`config.mk`:
```
export PLATFORM = sky130hd
export DESIGN_NAME = instr_fetch
export DESIGN_NICKNAME = d
export VERILOG_FILES = /design/src/rtl/instr_fetch.sv
export SDC_FILE = /design/constraint.sdc
export NUM_CORES = 1
export LEC_CHECK = 0
export CAP_MARGIN = 10
export CORE_MARGIN = 2
export CORE_UTILIZATION = 47
export DETAILED_ROUTE_END_ITERATION = 6
export PLACE_DENSITY = 0.8
export SLEW_MARGIN = 10
export SYNTH_ARGS = -nofsm -noshare
export SYNTH_HDL_FRONTEND = slang
export SYNTH_SLANG_ARGS = --single-unit
```
`constraint.sdc`:
```
create_clock -name clk -period 2.5 [get_ports clk]
set_input_delay 0.25 -clock clk [delete_from_list [all_inputs] [get_ports clk]]
set_output_delay 0.25 -clock clk [all_outputs]
set_load 0.05 [all_outputs]
```
`src/rtl/instr_fetch.sv`:
```
// ============================================================================
// instr_fetch -- single-issue instruction fetch stage with IF/ID register
// ----------------------------------------------------------------------------
// Purpose
//   Holds the program counter, presents it to a combinational instruction
//   memory and captures the returned word into the IF/ID pipeline register.
//   Each cycle in RUN it either redirects (branch_taken), stalls (freeze) or
//   advances (PC += 4 and the fetched word moves into IF/ID). Redirects
//   always win over stalls, so a stalled pipe can still be flushed.
//
// Parameters
//   RESET_PC      byte address loaded into the PC on reset (bits [1:0] zero)
//
// Ports
//   clk           in   1   single clock, rising edge
//   rst_n         in   1   asynchronous active-low reset
//   freeze        in   1   hazard stall: hold PC, IF/ID and fetch_count
//   branch_taken  in   1   redirect request from a later stage
//   branch_addr   in  32   redirect target (byte address, low bits dropped)
//   imem_addr     out 32   instruction memory address, always the PC
//   imem_data     in  32   instruction word for imem_addr, same cycle
//   pc_out        out 32   IF/ID: address of fetched word + 4
//   instr_out     out 32   IF/ID: fetched instruction word
//   valid_out     out  1   IF/ID holds a real instruction
//   fetch_count   out 32   instructions accepted into IF/ID since reset
//
// Configuration
//   IF_HALT_DETECT_EN  when defined, fetching the self-loop word JMP -1
//                      (opcode 6'b101010, offset all ones) still delivers it
//                      into IF/ID and then parks the stage in HALT until a
//                      branch or reset. When undefined HALT is unreachable
//                      and JMP -1 is an ordinary instruction.
// ============================================================================
module instr_fetch #(
    parameter logic [31:0] RESET_PC = 32'h0000_0000
) (
    input  logic        clk,
    input  logic        rst_n,
    input  logic        freeze,
    input  logic        branch_taken,
    input  logic [31:0] branch_addr,
    output logic [31:0] imem_addr,
    input  logic [31:0] imem_data,
    output logic [31:0] pc_out,
    output logic [31:0] instr_out,
    output logic        valid_out,
    output logic [31:0] fetch_count
);

    // ------------------------------------------------------------------
    // State encoding
    // ------------------------------------------------------------------
    localparam logic [1:0] ST_IDLE = 2'd0;
    localparam logic [1:0] ST_RUN  = 2'd1;
    localparam logic [1:0] ST_HALT = 2'd2;

    localparam logic [31:0] NOP_WORD = 32'h0000_0000;

    // ------------------------------------------------------------------
    // Registers
    // ------------------------------------------------------------------
    logic [1:0]  r_state;
    logic [31:0] r_pc;
    logic [31:0] r_pc_out;
    logic [31:0] r_instr;
    logic        r_valid;
    logic [31:0] r_count;

    // ------------------------------------------------------------------
    // Next-state wires
    // ------------------------------------------------------------------
    logic [1:0]  w_state_nxt;
    logic [31:0] w_pc_nxt;
    logic [31:0] w_pc_out_nxt;
    logic [31:0] w_instr_nxt;
    logic        w_valid_nxt;
    logic [31:0] w_count_nxt;

    logic [31:0] w_pc_plus4;
    logic [31:0] w_branch_tgt;
    logic        w_is_halt;

    // PC + 4 wraps naturally at 2^32.
    assign w_pc_plus4   = r_pc + 32'd4;

    // Targets are word aligned; the two low address bits are discarded.
    assign w_branch_tgt = branch_addr & 32'hFFFF_FFFC;

`ifdef IF_HALT_DETECT_EN
    // JMP -1: opcode 6'b101010 with an all-ones 26-bit offset jumps to itself.
    assign w_is_halt = (imem_data[31:26] == 6'b101010) && (&imem_data[25:0]);
`else
    assign w_is_halt = 1'b0;
`endif

    // ------------------------------------------------------------------
    // Next-state logic
    // ------------------------------------------------------------------
    always_comb begin
        // NOTE: every next value defaults to "hold" before the case, so no
        // path through the case can leave one unassigned and infer a latch.
        w_state_nxt  = r_state;
        w_pc_nxt     = r_pc;
        w_pc_out_nxt = r_pc_out;
        w_instr_nxt  = r_instr;
        w_valid_nxt  = r_valid;
        w_count_nxt  = r_count;

        case (r_state)
            ST_IDLE: begin
                // One settling cycle after reset: PC parked, IF/ID empty.
                w_state_nxt  = ST_RUN;
                w_pc_nxt     = RESET_PC;
                w_pc_out_nxt = 32'd0;
                w_instr_nxt  = NOP_WORD;
                w_valid_nxt  = 1'b0;
            end

            ST_RUN: begin
                if (branch_taken) begin
                    // Redirect: the word at the old PC is wrong-path, flush it.
                    w_pc_nxt     = w_branch_tgt;
                    w_pc_out_nxt = 32'd0;
                    w_instr_nxt  = NOP_WORD;
                    w_valid_nxt  = 1'b0;
                end else if (!freeze) begin
                    // Advance: the only case where imem_data is captured.
                    w_pc_nxt     = w_pc_plus4;
                    w_pc_out_nxt = w_pc_plus4;
                    w_instr_nxt  = imem_data;
                    w_valid_nxt  = 1'b1;
                    w_count_nxt  = r_count + 32'd1;
                    if (w_is_halt) begin
                        w_state_nxt = ST_HALT;
                    end
                end
                // freeze alone: everything holds via the defaults.
            end

            ST_HALT: begin
                if (branch_taken) begin
                    w_state_nxt  = ST_RUN;
                    w_pc_nxt     = w_branch_tgt;
                end
                // Parked (or just redirected): IF/ID drains to a bubble.
                w_pc_out_nxt = 32'd0;
                w_instr_nxt  = NOP_WORD;
                w_valid_nxt  = 1'b0;
            end

            default: begin
                // Unreachable encoding: recover as if freshly reset.
                w_state_nxt  = ST_IDLE;
                w_pc_nxt     = RESET_PC;
                w_pc_out_nxt = 32'd0;
                w_instr_nxt  = NOP_WORD;
                w_valid_nxt  = 1'b0;
            end
        endcase
    end

    // ------------------------------------------------------------------
    // State registers
    // ------------------------------------------------------------------
    always_ff @(posedge clk or negedge rst_n) begin
        if (!rst_n) begin
            r_state  <= ST_IDLE;
            r_pc     <= RESET_PC;
            r_pc_out <= 32'd0;
            r_instr  <= NOP_WORD;
            r_valid  <= 1'b0;
            r_count  <= 32'd0;
        end else begin
            // NOTE: non-blocking assignments so every register samples the
            // pre-edge values regardless of statement order.
            r_state  <= w_state_nxt;
            r_pc     <= w_pc_nxt;
            r_pc_out <= w_pc_out_nxt;
            r_instr  <= w_instr_nxt;
            r_valid  <= w_valid_nxt;
            r_count  <= w_count_nxt;
        end
    end

    // ------------------------------------------------------------------
    // Outputs
    // ------------------------------------------------------------------
    assign imem_addr   = r_pc;
    assign pc_out      = r_pc_out;
    assign instr_out   = r_instr;
    assign valid_out   = r_valid;
    assign fetch_count = r_count;

endmodule
```
==> flow_summary.toml, run 1 <==
[outcome]
outcome = "finished clean"

[yosys]
synth.avg_cell_area_um2 = 9.86
synth-adder-area-share = 0.00393
synth_top_family_by_area = "simple AND/OR/NAND/NOR gates"
synth-edff-count = 0
yosys-mux-area-fraction = 0.0552
synth_compound_area_frac = 0.128
seq_area_frac_synth = 0.499
ys_ff_latch = 127
async_reset_ff_frac = 1.00
synth_cells = 646
synth_area_um2 = 6370
synth_cell_types = 53
yosysWarnings = 0
synthXorXnorAreaFrac = 0.0770
synth-simple-area-share = 0.195
ys.flop_type = "dfrtp_1"

[clock_network]
h-tree-depth = 4
clk_pin_slew_ns = 0.05
hold_buffers = 1
cts_setup_buffers = 0
cts_tree = "built"
clockRootBuffer = "clkbuf_16"
cts_resized = 0
clk_latency_ns = 0.42
cts.sink_count = 127
cts_inserted_buffers = 17
clockBufferDepth = 2

[drt]
drt_iter0_markers = 479
drtPass1Iterations = 5
vias_per_cell = 5.77
post_drt_wl_per_cell_um = 18.2
vias = 5886
antenna_left = 0
remaining_drc_errors = 0
routed_wirelength_um = 18600

[die]
core_area_um2 = 13200
start_util = 0.481
die_area_um2 = 14500
dieWidth_um = 120
fp.dieH_um = 120
rows = 42
pin_count = 197

[cells_and_area]
regArea_um2 = 3180
multi_input_area_um2 = 2940
final_common_cell = "clkdlybuf4s50_1"
drive_gt1_frac = 0.0770
nFillCells = 1032
diodes = 0
fin_nets = 903
layout_common_cells = "clkdlybuf4s50_1, dfrtp_1, o21ai_0, nor2_1, xnor2_1"
syn_to_final_growth_pct = 41.4

[critical_path]
endpoint_kind = "flip-flop"
r2r-end = "pc_out[30]$_DFFE_PN0P_"
crit_fanout = 12
critPathCapture = "pc_out[30]$_DFFE_PN0P_"
cpPeakStageDelay_ns = 0.63
critPathTopFamily = "simple AND/OR/NAND/NOR gates"
r2r-start = "imem_addr[3]$_DFFE_PN0P_"
path_depth = 5
cp.required_ns = 2.84
critPathBufInv = 0
cp_data_arrival_time_ns = 2.59
worstSetupStartpoint = "imem_addr[3]$_DFFE_PN0P_"
path_class = "reg2reg"
crit_chain = "ha_1 -> nand3_1 -> or4_4 -> or4_1 -> a31oi_1"
r2r_slack_ns = 0.24
slowest_stage = "or4_4"
crit_path_start_kind = "flip-flop"
worstRegToRegCells = 5

[sta]
slew_violations = 0
hold_viol = 0
setup_tns_ns = 0
finalSetupViolCount = 0
fin_worst_skew_ns = 0.00668
rsz0062_at_grt = "no"
layout_min_cycle_time_ns = 2.26
slew_headroom = 0.631
setup_ws_ns = 0.245
fmax_mhz = 443
fin_crit_sh = 0.902
tightest_slew_ns = 0.548

[global_route]
grt_overflow_total = 0
grt_pass1_vias = 5900
grt_pass1_wl_um = 29900
globalRouteTotalUtil = 0.261
antenna_found_initial = 0
grt_start_max_net_pins = 52

[pwr]
power_per_cell_area_nw_per_um2 = 614
ir_drop_mv = 0.369
p_leak_nw = 3.70

[worst_hold_path]
hold_class = "in2reg"

[run]
cap_violations = 0

[place]
dp_hpwl_um = 12900
place.gp.congestion = 0.880
dp_slack_ns = 0.283
port_buffers = 192
-- cell usage after synthesis, drive strengths merged, types with 13 or more instances --
| master | instances | area share |
|---|---|---|
| a21oi | 37 | 0.029 |
| buf | 21 | 0.018 |
| clkbuf | 32 | 0.019 |
| dfrtp | 127 | 0.50 |
| mux2i | 34 | 0.053 |
| nand2 | 36 | 0.022 |
| nand3 | 24 | 0.020 |
| nand4 | 24 | 0.025 |
| nor2 | 52 | 0.031 |
| nor3 | 22 | 0.017 |
| nor4 | 19 | 0.021 |
| o21ai | 54 | 0.042 |
| xnor2 | 43 | 0.059 |
| xor2 | 13 | 0.018 |
-- through the flow --
stage / power, mW / area, µm² / util / instances / hold WS [ns]
6_report: 5.53 / 9010 / 0.680 / 1020 / 0.264
5_1_grt: 5.72 / 9010 / 0.680 / 1020 / 0.277
4_1_cts: 5.57 / 9010 / 0.680 / 1020 / 0.243
3_5_place_dp: 3.42 / 8490 / 0.641 / 989 / 0.262
3_3_place_gp: 3.39 / 8490 / 0.641 / 989 / 0.257
2_1_floorplan: 2.95 / 6370 / - / 647 / -0.0456
-- layer usage --
| layer | vias to the layer above | global-route usage | part of all wire |
|---|---|---|---|
| li1 | 2709 | - | - |
| met1 | 2859 | 0.319 | 0.40 |
| met2 | 256 | 0.422 | 0.49 |
| met3 | 62 | 0.0679 | 0.075 |
| met4 | 0 | 0.145 | 0.041 |
| met5 | - | 0 | 0 |
-- tightest hold or removal path, cell delays in order --
cell	delay (ns)
buf_4	0.23
nand2_1	0.10
a21oi_1	0.06
-- sequential cells by signal (all words and copies together) (netlist names) --
| name | flops |
|---|---|
| fetch_count | 32 |
| instr_out | 32 |
| pc_out | 31 |
| imem_addr | 30 |
| r_state | 1 |
| valid_out | 1 |
-- cells by family (layout without fill, tap and decap cells) --
group,after synthesis,after routing
xor gates and xnor gates,56,56
and+or+nand+nor,230,230
AOI/OAI and AO/OA,136,136
muxes,35,35
DFF,127,127
buffers and inverters,58,255
adders and majority gates,2,2
other,2,3
-- cell type report --
class,instances,share of cell area
Clock buffer,23,0.0519
Tap cell,176,0.0244
Clock inverter,7,0.00444
Multi-Input combinational cell,462,0.327
Timing Repair Buffer,220,0.238
Sequential cell,127,0.353
Inverter,5,0.00208
-- how the worst min path moves through the flow --
| stage | startpoint | cells after the start | endpoint |
|---|---|---|---|
| 3_5_place_dp | rst_n | 1 | pc_out[4]$_DFFE_PN0P_ |
| 6_report | freeze | 3 | pc_out[4]$_DFFE_PN0P_ |
| 3_3_place_gp | rst_n | 1 | pc_out[6]$_DFFE_PN0P_ |
| 4_1_cts | freeze | 3 | pc_out[8]$_DFFE_PN0P_ |
| 2_1_floorplan | rst_n | 0 | fetch_count[0]$_DFFE_PN0P_ |
| 5_1_grt | freeze | 3 | pc_out[6]$_DFFE_PN0P_ |
-- where the power goes --
group          total, mW  switching, mW  internal (mW)
registers           2.31          0.153           2.16
clock network       2.15          0.852           1.29
logic               1.07          0.667          0.405
total               5.53           1.67           3.86
No activity file was read; power rests on OpenSTA's default activity.
==> run 2: changes to the inputs <==
- PLACE_DENSITY: 0.8 -> 0.87
==> flow_summary.toml, run 2 (synthesis gave the netlist of run 1 again) <==
[pwr]
p_leak_nw = 3.76
total_power_mw = 5.71
power_per_cell_area_nw_per_um2 = 626
ir_drop_mv = 0.337

[worst_hold_path]
holdCritStartpoint = "freeze"
hold_class = "in2reg"
worstHoldPathCells = 3
hold_end = "pc_out[10]$_DFFE_PN0P_"

[cells_and_area]
stdcell_area_um2 = 9110
fin_nets = 907
drive_gt1_frac = 0.0837
final_common_cell = "clkdlybuf4s50_1"
diodes = 0
finalCoreUtilization = 0.688
layout_common_cells = "clkdlybuf4s50_1, dfrtp_1, o21ai_0, nor2_1, xnor2_1"
nFillCells = 995
syn_to_final_growth_pct = 43.1
stdcell_count = 1024

[drt]
remaining_drc_errors = 0
drt_iter0_markers = 529
vias = 5846
post_drt_wl_per_cell_um = 17.5
vias_per_cell = 5.71
antenna_left = 0
drtPass1Iterations = 5
routed_wirelength_um = 17900

[place]
dp_hpwl_um = 12300
dp_slack_ns = 0.273
place_inst = 993
port_buffers = 192
place.gp.congestion = 0.886
place_area_um2 = 8550

[sta]
fin_worst_skew_ns = 0.00738
hold_viol = 0
setup_tns_ns = 0
tightest_slew_ns = 0.630
slew_violations = 0
rsz0062_at_grt = "no"
fmax_mhz = 439
fin_crit_sh = 0.911
slew_headroom = 0.576
whs_ns = 0.252
setup_ws_ns = 0.221
finalSetupViolCount = 0
layout_min_cycle_time_ns = 2.28

[global_route]
grt_pass1_wl_um = 29000
antenna_found_initial = 0
grt_overflow_total = 0
grt_pass1_vias = 5723
grt_start_max_net_pins = 51
globalRouteTotalUtil = 0.253

[clock_network]
clk_pin_slew_ns = 0.05
cts_tree = "built"
clockBufferDepth = 2
cts_setup_buffers = 0
cts.sink_count = 127
clockRootBuffer = "clkbuf_16"
h-tree-depth = 4
clk_latency_ns = 0.41
cts_inserted_buffers = 17

[critical_path]
cp_data_arrival_time_ns = 2.61
r2r-start = "imem_addr[2]$_DFFE_PN0P_"
endpoint_kind = "flip-flop"
crit_path_start_kind = "flip-flop"
r2r_slack_ns = 0.22
crit_fanout = 12
r2r-end = "pc_out[26]$_DFFE_PN0P_"
worstRegToRegCells = 5
cp.required_ns = 2.83
path_class = "reg2reg"

[outcome]
outcome = "finished clean"

[die]
die_area_um2 = 14500
fp.dieH_um = 120
core_area_um2 = 13200
start_util = 0.481
rows = 42
dieWidth_um = 120
pin_count = 197

[run]
cap_violations = 0
run 2: what timing repair did:
action / 4_1_cts / 5_1_grt
resized for setup: 0 / 0
hold buffers: 1 / 0
hold endpoints to repair: 38 / 0
run 2: critical path: stages (launching register included):
cell	delay [ns]
dfrtp_1	0.36
ha_1	0.22
nand3_1	0.25
or4_4	0.67
or4_1	0.52
a31oi_1	0.17
run 2: report_power, final:
part	total, mW	switching (mW)	leakage (nW)	internal, mW
Clock	2.32	0.845	0.278	1.48
Sequential	2.30	0.139	1.71	2.16
Combinational	1.08	0.673	1.77	0.412
Total	5.71	1.66	3.76	4.05
run 2: metal layers:
metal  share of wire  GRT usage
met3           0.078     0.0575
met4           0.022      0.119
met1            0.42      0.331
met5               0          0
met2            0.48      0.399
run 2: worst max-delay path by stage:
stage	slack [ns]	to	from
floorplan	0.006	pc_out[24]$_DFFE_PN0P_	imem_addr[2]$_DFFE_PN0P_
global placement	0.31	pc_out[26]$_DFFE_PN0P_	imem_addr[2]$_DFFE_PN0P_
global route	0.09	pc_out[30]$_DFFE_PN0P_	imem_addr[2]$_DFFE_PN0P_
finish	0.22	pc_out[26]$_DFFE_PN0P_	imem_addr[2]$_DFFE_PN0P_
detailed placement	0.27	pc_out[26]$_DFFE_PN0P_	imem_addr[2]$_DFFE_PN0P_
CTS	0.24	pc_out[26]$_DFFE_PN0P_	imem_addr[2]$_DFFE_PN0P_
run 2: final cells by class:
type                            count  area (µm²)  area share
Multi-Input combinational cell    462        2940       0.323
Inverter                            5        18.8     0.00206
Timing Repair Buffer              224        2200       0.241
Clock buffer                       24         502      0.0550
Sequential cell                   127        3180       0.349
Clock inverter                      6        57.6     0.00631
Tap cell                          176         220      0.0242
==> run 3: changes to the inputs <==
- CAP_MARGIN: 10 -> not set
- REMOVE_ABC_BUFFERS: not set -> 1
==> flow_summary.toml, run 3 (synthesis gave the netlist of run 1 again) <==
[place]
port_buffers = 192
dp_hpwl_um = 12500
place.gp.congestion = 0.857
place_area_um2 = 8540

[die]
fp.dieH_um = 120
die_area_um2 = 14500
start_util = 0.481
core_area_um2 = 13200
rows = 42
pin_count = 197
dieWidth_um = 120

[critical_path]
path_class = "reg2reg"
critPathTopFamily = "simple AND/OR/NAND/NOR gates"
crit_path_start_kind = "flip-flop"
r2r_slack_ns = 0.28
crit_fanout = 12
crit_chain = "ha_1 -> nand3_1 -> or4_4 -> or4_1 -> a31oi_1"
critPathBufInv = 0
slowest_stage = "or4_4"
cp_data_arrival_time_ns = 2.55
endpoint_kind = "flip-flop"
cpPeakStageDelay_ns = 0.63
cp.required_ns = 2.83

[sta]
fmax_mhz = 450
slew_violations = 0
finalSetupViolCount = 0
fin_crit_sh = 0.888
setup_tns_ns = 0
tightest_slew_ns = 0.701
fin_worst_skew_ns = 0.00661
whs_ns = 0.330
slew_headroom = 0.533
hold_viol = 0
layout_min_cycle_time_ns = 2.22
rsz0062_at_grt = "no"

[global_route]
antenna_found_initial = 0
grt_pass1_wl_um = 28800
grt_start_max_net_pins = 55
globalRouteTotalUtil = 0.251
grt_overflow_total = 0
grt_pass1_vias = 5630

[clock_network]
clockRootBuffer = "clkbuf_16"
cts_inserted_buffers = 17
h-tree-depth = 4
cts.sink_count = 127
cts_setup_buffers = 0
clk_pin_slew_ns = 0.06
cts_tree = "built"
clk_latency_ns = 0.41
hold_buffers = 1
clockBufferDepth = 2
cts_resized = 0

[drt]
post_drt_wl_per_cell_um = 17.4
drt_iter0_markers = 613
antenna_left = 0
vias_per_cell = 5.75
drtPass1Iterations = 7
remaining_drc_errors = 0
routed_wirelength_um = 17900
vias = 5914

[cells_and_area]
final_common_cell = "clkdlybuf4s50_1"
syn_to_final_growth_pct = 43.8
drive_gt1_frac = 0.0891
layout_common_cells = "clkdlybuf4s50_1, dfrtp_1, o21ai_0, nor2_1, xnor2_1"
fin_nets = 910
diodes = 0
stdcell_area_um2 = 9160

[pwr]
power_per_cell_area_nw_per_um2 = 646
ir_drop_mv = 0.372
p_leak_nw = 3.79

[outcome]
outcome = "finished clean"

[run]
cap_violations = 0

[worst_hold_path]
hold_class = "in2reg"
run 3: cell types whose count changed in the layout (fill, tap and decap cells not counted), sizes merged:
cell	before	now
bufinv	1	3
clkbuf	24	22
buf	33	36
clkinv	4	6
run 3: worst reg2reg max path, cell delays in order, from the launching register on:
cell     delay [ns]
dfrtp_1        0.44
ha_1           0.25
nand3_1        0.13
or4_4          0.63
or4_1          0.53
a31oi_1        0.17
run 3: final cells by class:
cell class,instances,area (µm²)
Fill cell,1020,4080
Clock buffer,22,474
Sequential cell,127,3180
Inverter,5,18.8
Clock inverter,10,135
Timing Repair Buffer,227,2190
Multi-Input combinational cell,462,2940
Tap cell,176,220
run 3: final timing paths:
check	depth (start not counted)	start	end
worst max register to register	5	imem_addr[3]$_DFFE_PN0P_	pc_out[30]$_DFFE_PN0P_
max in group asynchronous	3	rst_n	r_state[0]$_DFFE_PN0N_
worst min-delay path	3	freeze	pc_out[10]$_DFFE_PN0P_
min in group asynchronous	2	rst_n	pc_out[11]$_DFFE_PN0P_
worst max-delay path	5	imem_addr[3]$_DFFE_PN0P_	pc_out[30]$_DFFE_PN0P_
worst min register to register	1	valid_out$_DFFE_PN0P_	valid_out$_DFFE_PN0P_
run 3: report_power, final:
group,internal (mW),switching [mW]
Sequential,2.16,0.140
Combinational,0.410,0.674
Clock,1.64,0.893
Total,4.21,1.71
run 3: per-stage QoR:
stage,util,instances,power [mW],setup slack [ns]
6_report,0.692,1029,5.92,0.280
5_1_grt,0.692,1029,6.15,0.133
4_1_cts,0.692,1029,5.97,0.289
3_5_place_dp,0.645,996,3.42,0.292
3_3_place_gp,0.645,996,3.40,0.324
2_1_floorplan,-,594,2.91,-0.178
run 3: routing by layer:
| metal | global-route usage | wire length [µm] |
|---|---|---|
| met1 | 0.325 | 7080 |
| met4 | 0.0894 | 293 |
| met2 | 0.393 | 8750 |
| met3 | 0.0868 | 1760 |
| met5 | 0 | 0 |
